### src/rtl/rv32_pkg.sv
// Shared RV32I load/store encodings and memory-port arbiter state type.
// Also hosts the alignment rule so the grant path and the lane logic agree on it.
package rv32_pkg;

    localparam logic [2:0] LB  = 3'b000;
    localparam logic [2:0] LH  = 3'b001;
    localparam logic [2:0] LW  = 3'b010;
    localparam logic [2:0] LBU = 3'b100;
    localparam logic [2:0] LHU = 3'b101;
    localparam logic [2:0] SB  = 3'b000;
    localparam logic [2:0] SH  = 3'b001;
    localparam logic [2:0] SW  = 3'b010;

    typedef enum logic [1:0] {
        IDLE  = 2'd0,
        IBUSY = 2'd1,
        DBUSY = 2'd2,
        DERR  = 2'd3
    } arb_state_e;

    // Unlisted funct3 encodings fall through to word size.
    function automatic logic is_misaligned(input logic [2:0] funct3, input logic [1:0] off);
        case (funct3[1:0])
            2'b00:   return 1'b0;
            2'b01:   return off[0];
            default: return off != 2'b00;
        endcase
    endfunction

endpackage

### src/rtl/lsu_align.sv
// Combinational store lane steering and load extraction for one data access.
// Zero latency; no handshake, pure function of the latched access fields.
module lsu_align
    import rv32_pkg::*;
(
    input  logic [2:0]  funct3_i,
    input  logic [1:0]  addr_lo_i,
    input  logic [31:0] wdata_i,
    input  logic [31:0] rdata_i,
    output logic [3:0]  be_o,
    output logic [31:0] wdata_o,
    output logic [31:0] rdata_o,
    output logic        misaligned_o
);

    logic [7:0]  byte_sel;
    logic [15:0] half_sel;
    logic        sign_en;

    always_comb begin
        byte_sel     = rdata_i[{addr_lo_i, 3'b000} +: 8];
        half_sel     = rdata_i[{addr_lo_i[1], 4'b0000} +: 16];
        sign_en      = ~funct3_i[2];
        misaligned_o = is_misaligned(funct3_i, addr_lo_i);
        be_o         = 4'b1111;
        wdata_o      = wdata_i;
        rdata_o      = rdata_i;
        case (funct3_i[1:0])
            2'b00: begin
                be_o    = 4'b0001 << addr_lo_i;
                wdata_o = {4{wdata_i[7:0]}};
                rdata_o = {{24{sign_en & byte_sel[7]}}, byte_sel};
            end
            2'b01: begin
                be_o    = 4'b0011 << {addr_lo_i[1], 1'b0};
                wdata_o = {2{wdata_i[15:0]}};
                rdata_o = {{16{sign_en & half_sel[15]}}, half_sel};
            end
            default: ;
        endcase
    end

endmodule

### src/rtl/mem_port_arbiter.sv
// Shares one variable-latency memory port between fetch and load/store; data wins, fetch is starvation-bounded.
// Req-to-done is 2 cycles plus memory wait states; a mem_req holds all mem_* fields stable until mem_ready.
module mem_port_arbiter
    import rv32_pkg::*;
#(
    parameter int STARVE_MAX = 4
) (
    input  logic        clk,
    input  logic        reset,
    input  logic        i_req,
    input  logic [31:0] i_addr,
    output logic [31:0] i_rdata,
    output logic        i_done,
    input  logic        d_req,
    input  logic        d_we,
    input  logic [2:0]  d_funct3,
    input  logic [31:0] d_addr,
    input  logic [31:0] d_wdata,
    output logic [31:0] d_rdata,
    output logic        d_done,
    output logic        d_err,
    output logic        mem_req,
    output logic        mem_we,
    output logic [31:0] mem_addr,
    output logic [31:0] mem_wdata,
    output logic [3:0]  mem_be,
    input  logic [31:0] mem_rdata,
    input  logic        mem_ready
);

    localparam int                CNT_W      = $clog2(STARVE_MAX + 1);
    localparam logic [CNT_W-1:0]  STARVE_LIM = CNT_W'(STARVE_MAX);

    arb_state_e         state_q;
    logic [CNT_W-1:0]   starve_q, starve_d;
    logic [31:0]        addr_q, wdata_q, i_rdata_q, d_rdata_q;
    logic [2:0]         f3_q;
    logic               we_q, mem_req_q, i_done_q, d_done_q, d_err_q;
    logic               data_wins, grant_d, grant_i;
    logic [3:0]         al_be;
    logic [31:0]        al_wdata, al_rdata;
    logic               al_mis;

    lsu_align u_align (
        .funct3_i     (f3_q),
        .addr_lo_i    (addr_q[1:0]),
        .wdata_i      (wdata_q),
        .rdata_i      (mem_rdata),
        .be_o         (al_be),
        .wdata_o      (al_wdata),
        .rdata_o      (al_rdata),
        .misaligned_o (al_mis)
    );

    // A requester whose done is showing sits out one cycle; if data would win
    // that cycle the slot stays empty rather than passing to fetch.
    always_comb begin
        data_wins = d_req && (!i_req || (starve_q < STARVE_LIM));
        grant_d   = (state_q == IDLE) && data_wins && !d_done_q;
        grant_i   = (state_q == IDLE) && !data_wins && i_req && !i_done_q;
        starve_d  = starve_q;
        if (state_q == IDLE) begin
            if (grant_i || !i_req) begin
                starve_d = '0;
            end else if (grant_d && (starve_q != STARVE_LIM)) begin
                starve_d = starve_q + CNT_W'(1);
            end
        end
    end

    always_ff @(posedge clk) begin
        if (!reset) begin
            state_q   <= IDLE;
            starve_q  <= '0;
            addr_q    <= '0;
            wdata_q   <= '0;
            f3_q      <= '0;
            we_q      <= 1'b0;
            mem_req_q <= 1'b0;
            i_done_q  <= 1'b0;
            d_done_q  <= 1'b0;
            d_err_q   <= 1'b0;
            i_rdata_q <= '0;
            d_rdata_q <= '0;
        end else begin
            i_done_q <= 1'b0;
            d_done_q <= 1'b0;
            d_err_q  <= 1'b0;
            starve_q <= starve_d;
            case (state_q)
                IDLE: begin
                    if (grant_d) begin
                        addr_q  <= d_addr;
                        we_q    <= d_we;
                        f3_q    <= d_funct3;
                        wdata_q <= d_wdata;
                        if (is_misaligned(d_funct3, d_addr[1:0])) begin
                            state_q <= DERR;
                        end else begin
                            state_q   <= DBUSY;
                            mem_req_q <= 1'b1;
                        end
                    end else if (grant_i) begin
                        addr_q    <= i_addr;
                        we_q      <= 1'b0;
                        f3_q      <= LW;
                        wdata_q   <= '0;
                        state_q   <= IBUSY;
                        mem_req_q <= 1'b1;
                    end
                end
                IBUSY: begin
                    if (mem_ready) begin
                        i_done_q  <= 1'b1;
                        i_rdata_q <= mem_rdata;
                        mem_req_q <= 1'b0;
                        state_q   <= IDLE;
                    end
                end
                DBUSY: begin
                    if (mem_ready) begin
                        d_done_q  <= 1'b1;
                        d_rdata_q <= we_q ? '0 : al_rdata;
                        mem_req_q <= 1'b0;
                        state_q   <= IDLE;
                    end
                end
                DERR: begin
                    d_done_q  <= 1'b1;
                    d_err_q   <= al_mis;
                    d_rdata_q <= '0;
                    state_q   <= IDLE;
                end
                default: state_q <= IDLE;
            endcase
        end
    end

    // Fetch latches LW so the lane logic yields a full-word enable.
    assign mem_req   = mem_req_q;
    assign mem_we    = we_q;
    assign mem_addr  = {addr_q[31:2], 2'b00};
    assign mem_be    = mem_req_q ? al_be : 4'b0000;
    assign mem_wdata = mem_req_q ? al_wdata : 32'h0;
    assign i_rdata   = i_rdata_q;
    assign i_done    = i_done_q;
    assign d_rdata   = d_rdata_q;
    assign d_done    = d_done_q;
    assign d_err     = d_err_q;

endmodule

### config.mk
export PLATFORM = sky130hd
export DESIGN_NAME = mem_port_arbiter
export DESIGN_NICKNAME = d
export VERILOG_FILES = /design/src/rtl/rv32_pkg.sv /design/src/rtl/lsu_align.sv /design/src/rtl/mem_port_arbiter.sv
export SDC_FILE = /design/constraint.sdc
export NUM_CORES = 1
export LEC_CHECK = 0
export CELL_PAD_IN_SITES_DETAIL_PLACEMENT = 1
export CELL_PAD_IN_SITES_GLOBAL_PLACEMENT = 1
export CORE_UTILIZATION = 29
export CTS_CLUSTER_SIZE = 30
export DETAILED_ROUTE_END_ITERATION = 8
export PLACE_DENSITY = 0.84
export SYNTH_ARGS = -nofsm -noshare
export SYNTH_HDL_FRONTEND = slang
export SYNTH_SLANG_ARGS = --single-unit
export TNS_END_PERCENT = 10
### constraint.sdc
create_clock -name clk -period 1.5 [get_ports clk]
set_input_delay 0.225 -clock clk [delete_from_list [all_inputs] [get_ports clk]]
set_output_delay 0.225 -clock clk [all_outputs]
set_load 0.005 [all_outputs]
Word-level counts from Yosys, hierarchy flattened
Cells that the tools add are included.
Storage, ports and cells
  register bits: 141
  input port bits: 137
  output and inout bits: 137
  logic and storage cells: 97
Cells by class
  add/sub/neg operators: 1
  order comparisons: 1
  equality and inequality tests: 10
  shift operators: 4
  mux-type cells: 35
  bitwise gates (word level): 3
  reductions and logical operators: 31
Operators with widths (number)
  $mux 32: 7
  $pmux 32 s2: 3
  $shiftx 32x6->16: 1
  $shiftx 32x6->8: 1
  $reduce_and 2->1: 7
  $mux 3: 4
  $reduce_bool 2->1: 6
  $mux 1: 11
  $ne 3x3->1 const B: 3
  $pmux 1 s2: 4
  $pmux 4 s2: 1
  $logic_and 1x1->1: 7
  $eq 2x1->1 const B: 3
  $logic_not 2->1: 3
  $mux 2: 3
  $pmux 2 s3: 1
  $eq 2x2->1 const B: 2
  $logic_not 1->1: 4
  $mux 4: 1
  $reduce_and 4->1: 1
  $shl 1x2->4 const A: 1
  $shl 2x2->4 const A: 1
  $add 3x1->3 const B: 1
  $lt 3x3->1 const B: 1
  other kinds (6): 8

Depth between registers and ports, before layout
Gate-level depths: netlist (run 1).
  depth after elaboration: 11
  depth in mapped cells: 8
  mapped depth without buffers: 7

By module
From an unflattened synthesis (run 1), not the netlist that was laid out.
Second synthesis, totals
  cell total of the unflattened synthesis: 900
  area total of the unflattened synthesis: 7056.8 µm²
Modules (own cells, without submodules)
  mem_port_arbiter: times used 1, cells an instance 711, area each 5821.8 µm², sequential area each 2822.7 µm²
  lsu_align: times used 1, cells an instance 189, area each 1234.9 µm², sequential area each 0.0 µm²

Least setup slack after synthesis (run 1)
OpenSTA, ideal clock, no wires.
  path type: flip-flop to flip-flop
  from: register state_q[0]
  to: register d_rdata_q[26], in the netlist d_rdata[26]
  setup time: 117 ps
  data arrival time: 1525 ps
  data required time: 1383 ps
  slack: -141 ps
  cell stages (with the launch flop): 8
  path buffers: 2
  period minus slack after synthesis: 1641 ps
  path through: dfxtp_1 > inv_1 > ha_1 > mux2i_2 > and2_0 > buf_2 > buf_4 > a22o_1
Between the ends
  cells in the longest elaborated chain, start to end: 3
  elaborated cells on any way between the ends: 6
  classes of those cells: eq/ne (3); mux (1); reduce/logical (2)
Ends and longest elaborated chain
  from (decl): line mem_port_arbiter.sv:34  | arb_state_e state_q;
  from (signal assigned): line mem_port_arbiter.sv:73  | state_q <= IDLE;
  from (signal assigned): line mem_port_arbiter.sv:98  | state_q <= DERR;
  from (signal assigned): line mem_port_arbiter.sv:100  | state_q <= DBUSY;
  $eq 2x2->1: line mem_port_arbiter.sv:90  | case (state_q)
  $ne 2x2->1 (no source line) / $reduce_bool 2->1 (equally long branches)
  $reduce_and 2->1 (no source line)
  to (signal assigned): line mem_port_arbiter.sv:123  | d_rdata_q <= we_q ? '0 : al_rdata;
  to (decl): line mem_port_arbiter.sv:36  | logic [31:0] addr_q, wdata_q, i_rdata_q, d_rdata_q;
Several ways; a longest one is shown, not always the timed one.
A chain may end at the register's enable or synchronous reset.

Worst setup path in the final report (run 1)
  from: register f3_q[0]
  to: output mem_wdata[30]
Between the ends
  cells in the longest elaborated chain, start to end: 3
  elaborated cells on any way between the ends: 4
  classes of those cells: eq/ne (1); mux (2); reduce/logical (1)
Ends and longest elaborated chain
  from (decl): line mem_port_arbiter.sv:37  | logic [2:0] f3_q;
  from (signal assigned): line mem_port_arbiter.sv:95  | f3_q <= d_funct3;
  $eq 2x1->1 / $logic_not 2->1 (equally long branches): line lsu_align.sv:28  | case (funct3_i[1:0])
  $pmux 32 s2 *: line lsu_align.sv:28
  $mux 32 *: line mem_port_arbiter.sv:144  | assign mem_wdata = mem_req_q ? al_wdata : 32'h0;
  to (decl): line mem_port_arbiter.sv:25  | output logic [31:0] mem_wdata,
Mark *: on every way between the ends. The rest lies on a longest branch, timed or not.

==> impl_metrics.py, run 1 <==
metrics = {
    "global_routing": {
        "grt_max_degree": 75,
        "grt_pass1_vias": 7679,
        "overflow": 0,
        "grt_usage_pct": 22.4,
        "grt_first_pass_wirelength_mm": 41.8,
        "antenna_found_initial": 2,
    },
    "die": {
        "dieArea_mm2": 0.0247,
        "start_util_pct": 29.7,
        "die_y_um": 157,
        "io_pins": 274,
        "dieWidth_um": 157,
        "rows": 56,
        "core_mm2": 0.0235,
    },
    "layout": {
        "drive_gt1_share_pct": 27.1,
        "final_area_mm2": 0.0116,
        "nets": 1238,
        "syn_to_final_growth_pct": 66.5,
        "num-fill-cells": 2671,
        "final_cells": 1428,
    },
    "critical_path": {
        "rr_worst_depth": 6,
        "cp_max_fo": 8,
        "cp.arrival_ps": 1610,
        "r2r_slack_ps": -270,
        "r2r_start": "addr_q[1]",
        "worstSetupStartpoint": "f3_q[0]",
        "required_ps": 1270,
        "endpoint_kind": "output port",
        "path_class": "register to output port",
        "cp-start-kind": "register",
        "cp-endpoint": "mem_wdata[30]",
        "timing.rr.end": "d_rdata[5]",
    },
    "clock_tree": {
        "path_clk_slew_ps": 60,
        "clockBufferDepth": 2,
        "cts_sinks": 141,
        "clk_latency_ps": 430,
        "cts_tree": "done",
        "cts_hold_buf": 0,
        "cts_buffers": 17,
        "cts-htree-levels": 4,
        "cts-root-buf": "clkbuf_16",
    },
    "sta": {
        "fin_worst_skew_ps": 12.7,
        "hold_violations": 0,
        "finalMaxSlewViolations": 0,
        "worst_slew_pin_slew_ps": 537,
        "rsz0062_at_grt": "true",
        "layout_setup_ws_ps": -338,
        "report.final.setup_viol": 107,
        "period_minus_slack_ps": 1840,
        "slew_headroom_pct": 64.1,
        "max_freq_mhz": 544,
        "fin_crit_sh_pct": 123,
    },
    "power": {
        "pwr_density_cell_mw_per_mm2": 1200,
        "p_leak_nw": 5.56,
        "clockPowerShare_pct": 31.5,
        "p_sw_share_pct": 31.4,
        "switching_power_mw": 4.39,
        "peakVddDrop_v": 0.000665,
        "power_frac_comb_pct": 36.0,
        "power.internal_mw": 9.58,
        "seq_power_share_pct": 32.6,
    },
    "logic_synthesis": {
        "synth_top_family_by_area": "compound AO/OA/AOI/OAI gates",
        "synth-xor-area-share_pct": 0.125,
        "ys_types": 47,
        "synthTopCellsByArea": "dfxtp_1, nand2_1, mux2i_1",
        "synth_edf_count": 0,
        "synth_common_cells": "nand2_1, dfxtp_1, mux2i_1",
        "ys_seq_elements": 141,
        "post-synth-top-count-cell": "nand2_1",
        "synth_fa_ha_area_share_pct": 1.07,
        "seq_area_frac_synth_pct": 40.4,
        "synthSimpleGateAreaFrac_pct": 18.0,
        "syn_area_per_cell_um2": 9.05,
        "synth_mux_area_share_pct": 9.21,
        "synth_flop_cell": "dfxtp_1",
        "syn-instance-count": 772,
        "synth-async-reset-ratio_pct": 0,
        "yosysTopAreaCellShare_pct": 40.4,
        "synth_area_mm2": 0.00699,
        "post-synth-top-area-cell": "dfxtp_1",
        "synth_compound_area_share_pct": 22.4,
        "yosys_warnings": 0,
    },
    "routing": {
        "antenna_left": 0,
        "vias": 7024,
        "routed_wl_mm": 27.9,
        "vias_per_cell": 4.92,
        "drt_pass1_iterations": 4,
        "drc": 0,
        "drt-wirelength-per-cell_um": 19.6,
        "drt_iter0_drc": 301,
    },
    "run_status": {
        "violations": "negative setup slack",
        "status": "complete, but fails checks",
    },
    "placement": {
        "hpwlAfterDp_mm": 19.9,
        "gp_congestion": 0.811,
        "port-buffer-count": 271,
        "place_area_mm2": 0.0105,
        "placed_cells": 1371,
    },
    "run": {
        "cap_violations": 0,
    },
    "hold_path": {
        "hp-class": "input port to register",
    },
}
==> logic make-up after synthesis <==
kind of cell	Yosys count
adders and majority gates	6
DFF	141
xor gates and xnor gates	1
other	1
buffers and inverters	102
AOI/OAI and AO/OA	200
muxes	61
and+or+nand+nor	260
==> sequential cells by signal, summed over array words and instances, names as in the netlist, 2 cells and up <==
name,cells
addr_q,32
d_rdata,32
f3_q,3
i_rdata,32
starve_q,3
state_q,2
wdata_q,32
==> power groups by stage <==
| stage | combinational, mW | clock (mW) | sequential, mW |
|---|---|---|---|
| floorplan | 2.37 | 0 | 4.47 |
| global placement | 4.51 | 0 | 4.54 |
| detailed placement | 4.62 | 0 | 4.56 |
| CTS | 4.84 | 4.46 | 4.53 |
| global route | 5.38 | 4.66 | 4.61 |
| finish | 5.03 | 4.40 | 4.55 |
==> worst max-delay path: stages (launching register included) <==
cell and delay [ps]:
dfxtp_4 430, buf_6 150, mux2i_2 220, o21ai_1 110
and2_1 150, buf_2 140
==> metal layers <==
metal,global-route usage [%],share of wire [%],up-vias
met5,0,0,-
li1,-,-,3302
met1,24.5,40,3362
met2,39.1,49,284
met4,14.1,5.1,0
met3,5.01,6.0,76
==> metrics by stage <==
step           worst slack (ps)  power [mW]  setup TNS (ps)  util [%]  hold WS [ps]
2_1_floorplan             -27.3        6.84           -1100         -           370
3_3_place_gp               -578        9.05          -45140      44.8           443
3_5_place_dp               -597        9.18          -55740      44.8           449
4_1_cts                    -316        13.8          -14930      48.2           301
5_1_grt                    -407        14.7          -22670      49.4           304
6_report                   -338        14.0          -13470      49.4           318
==> how the worst min path moves through the flow <==
stage,startpoint,end,slack [ps],cells past startpoint
4_1_cts,reset,i_rdata[28],300,3
3_3_place_gp,d_rdata[4],d_rdata[4],440,2
6_report,reset,i_rdata[28],320,3
5_1_grt,reset,i_rdata[28],300,3
3_5_place_dp,d_rdata[4],d_rdata[4],450,2
2_1_floorplan,mem_rdata[10],i_rdata[10],370,2
==> layout by cell type, fill, tap and decap left out, types with 13 or more instances in the layout <==
master	count
nand2b_1	20
buf_2	25
buf_4	85
mux2i_1	41
clkdlybuf4s50_1	136
nand2_2	13
buf_6	22
clkbuf_16	18
o211a_1	31
a21boi_1	21
a22oi_1	33
dfxtp_2	35
buf_12	21
nor2b_1	49
a21boi_0	21
dlygate4sd2_1	71
o21ai_1	13
a22o_1	29
dfxtp_1	102
and2_1	17
dlymetal6s2s_1	26
nand2_1	132
==> final cells by class <==
cell class	instances	area, um2	area share [%]
Multi-Input combinational cell	530	3860	33.2
Timing Repair Buffer	397	3850	33.2
Sequential cell	141	2880	24.8
Clock buffer	20	467	4.01
Tap cell	319	399	3.43
Clock inverter	11	133	1.14
Inverter	8	32.5	0.280
Antenna cell	2	5.00	0.0430
==> timing repair <==
action / 4_1_cts / 5_1_grt
resized for setup: 317 / 85
buffers inserted: 20 / 6
gates cloned: 0 / 1
pin swaps: 28 / 23
endpoints found under the setup margin: 234 / 199
Power figures use the tool's default switching activity.
==> run 2: changes to the inputs <==
Settings changed: SKIP_LAST_GASP set to 1.
==> run 2 against run 1 <==
  * The run still ends with negative setup slack left
  * Register-to-register slack improved by 30 ps
  * Non-clock buffer count is 2 higher
  * Clock skew about the same
  * Combinational power rose by 1%
  * Final cell count up 0.21%
  * Clock power is essentially flat
  * Largest cell class is now buffers
  * First-iteration DRC count fell by 6.6%
  * Routed wire length decreased by 0.44%
  * Largest power group unchanged
  * Worst setup slack better by 5.6 ps
  * Final area down 0.91%
==> impl_metrics.py, run 2 (synthesis results as in run 1) <==
metrics = {
    "run_status": {
        "status": "complete, but fails checks",
        "violations": "negative setup slack",
    },
    "layout": {
        "num-fill-cells": 2683,
        "syn_to_final_growth_pct": 64.9,
        "multi_input_area_mm2": 0.00374,
        "register_area_mm2": 0.00284,
        "final_area_mm2": 0.0115,
        "drive_gt1_share_pct": 21.6,
        "layout_common_cells": "clkdlybuf4s50_1, nand2_1, dfxtp_1",
        "layout_commonest_cell": "clkdlybuf4s50_1",
        "nets": 1240,
    },
    "sta": {
        "hold_ws_ps": 319,
        "rsz0062_at_grt": "true",
        "hold_violations": 0,
        "report.final.setup_viol": 189,
        "finalMaxSlewViolations": 0,
        "period_minus_slack_ps": 1830,
        "max_freq_mhz": 546,
        "fin_crit_sh_pct": 122,
        "fin_setup_tns_ps": -20200,
        "layout_setup_ws_ps": -333,
        "fin_worst_skew_ps": 12.9,
    },
    "run": {
        "cap_violations": 0,
    },
    "critical_path": {
        "rr_worst_depth": 6,
        "timing.rr.end": "d_rdata[0]",
        "required_ps": 1270,
        "r2r_slack_ps": -240,
        "r2r_start": "addr_q[1]",
        "endpoint_kind": "output port",
        "cp.arrival_ps": 1610,
        "cp-start-kind": "register",
        "worstSetupStartpoint": "f3_q[0]",
        "path_class": "register to output port",
        "cp_max_fo": 8,
    },
    "global_routing": {
        "grt_usage_pct": 22.3,
        "grtUsageMet1_pct": 24.3,
        "antenna_found_initial": 2,
        "grt_pass1_vias": 7744,
        "top_usage_layer": "met2",
        "grtUsageMet2_pct": 39.8,
        "grt_use_met3_pct": 4.90,
        "grt_max_degree": 75,
        "overflow": 0,
        "grt_first_pass_wirelength_mm": 41.7,
    },
    "clock_tree": {
        "path_clk_slew_ps": 60,
        "cts-root-buf": "clkbuf_16",
        "cts_sinks": 141,
        "cts_buffers": 17,
        "clk_latency_ps": 430,
        "cts_tree": "done",
        "clockBufferDepth": 2,
        "cts-htree-levels": 4,
    },
    "routing": {
        "vias_per_cell": 4.97,
        "drt_iter0_drc": 281,
        "antenna_left": 0,
        "drt-wirelength-per-cell_um": 19.4,
        "drt_pass1_iterations": 5,
        "vias": 7105,
        "drc": 0,
        "routed_wl_mm": 27.8,
    },
    "die": {
        "io_pins": 274,
        "die_y_um": 157,
        "core_mm2": 0.0235,
        "dieWidth_um": 157,
        "rows": 56,
        "dieArea_mm2": 0.0247,
        "start_util_pct": 29.7,
    },
    "power": {
        "p_leak_nw": 4.82,
        "peakVddDrop_v": 0.000647,
        "p_total_mw": 14.0,
        "pwr_density_cell_mw_per_mm2": 1210,
    },
    "placement": {
        "place_area_mm2": 0.0105,
        "hpwlAfterDp_mm": 19.9,
        "gp_congestion": 0.811,
        "port-buffer-count": 271,
        "dp_slack_ps": -597,
    },
    "hold_path": {
        "worstHoldEndpoint": "i_rdata[22]",
        "hp-class": "input port to register",
        "hold_depth": 3,
        "min_from": "reset",
    },
}
==> run 2: layout make-up <==
class                           count  share of cell area [%]
Inverter                            8                   0.261
Sequential cell                   141                    24.6
Multi-Input combinational cell    530                    32.4
Antenna cell                        3                  0.0652
Clock buffer                       20                    4.05
Timing Repair Buffer              399                    33.9
Clock inverter                     11                    1.15
Tap cell                          319                    3.46
==> run 2: timing repair <==
item,CTS,global route
pin swaps,19,17
setup endpoints to repair,234,269
gates resized for setup,176,30
gates cloned,0,0
setup buffers,20,8
hold buffers,0,0
==> run 2: worst max-delay path, cell delays in order, from the launching register on <==
cell and delay, ps:
dfxtp_4 410, buf_6 150, mux2i_1 240, o21ai_1 110, and2_1 150, buf_2 140
==> run 2: worst max-delay path by stage <==
| stage | endpoint | slack [ps] | depth (start not counted) |
|---|---|---|---|
| final | mem_wdata[30] | -330 | 5 |
| after global routing | mem_be[0] | -360 | 4 |
| after CTS | mem_be[0] | -320 | 4 |
| after floorplan | addr_q[10] | -30 | 8 |
| after global placement | d_rdata[31] | -580 | 7 |
| after detailed placement | d_rdata[20] | -600 | 7 |
==> run 2: through the flow <==
step / util [%] / std cells
final: 48.9 / 1431
after CTS: 48.1 / 1420
after floorplan: - / 773
after global routing: 48.9 / 1430
after detailed placement: 44.8 / 1371
after global placement: 44.8 / 1371
==> run 2: where the power goes <==
| part | internal (mW) | leakage [nW] | total [mW] | switching, mW |
|---|---|---|---|---|
| clock | 2.59 | 0.278 | 4.38 | 1.79 |
| sequential | 4.19 | 1.16 | 4.53 | 0.341 |
| combinational | 2.88 | 3.39 | 5.09 | 2.20 |
| total | 9.66 | 4.82 | 14.0 | 4.33 |
==> run 2: metal layers <==
layer | wire length, um | up-vias
met5 | 0 | -
met4 | 1220 | 0
met3 | 1750 | 68
met2 | 13800 | 302
met1 | 11000 | 3434
li1 | - | 3301
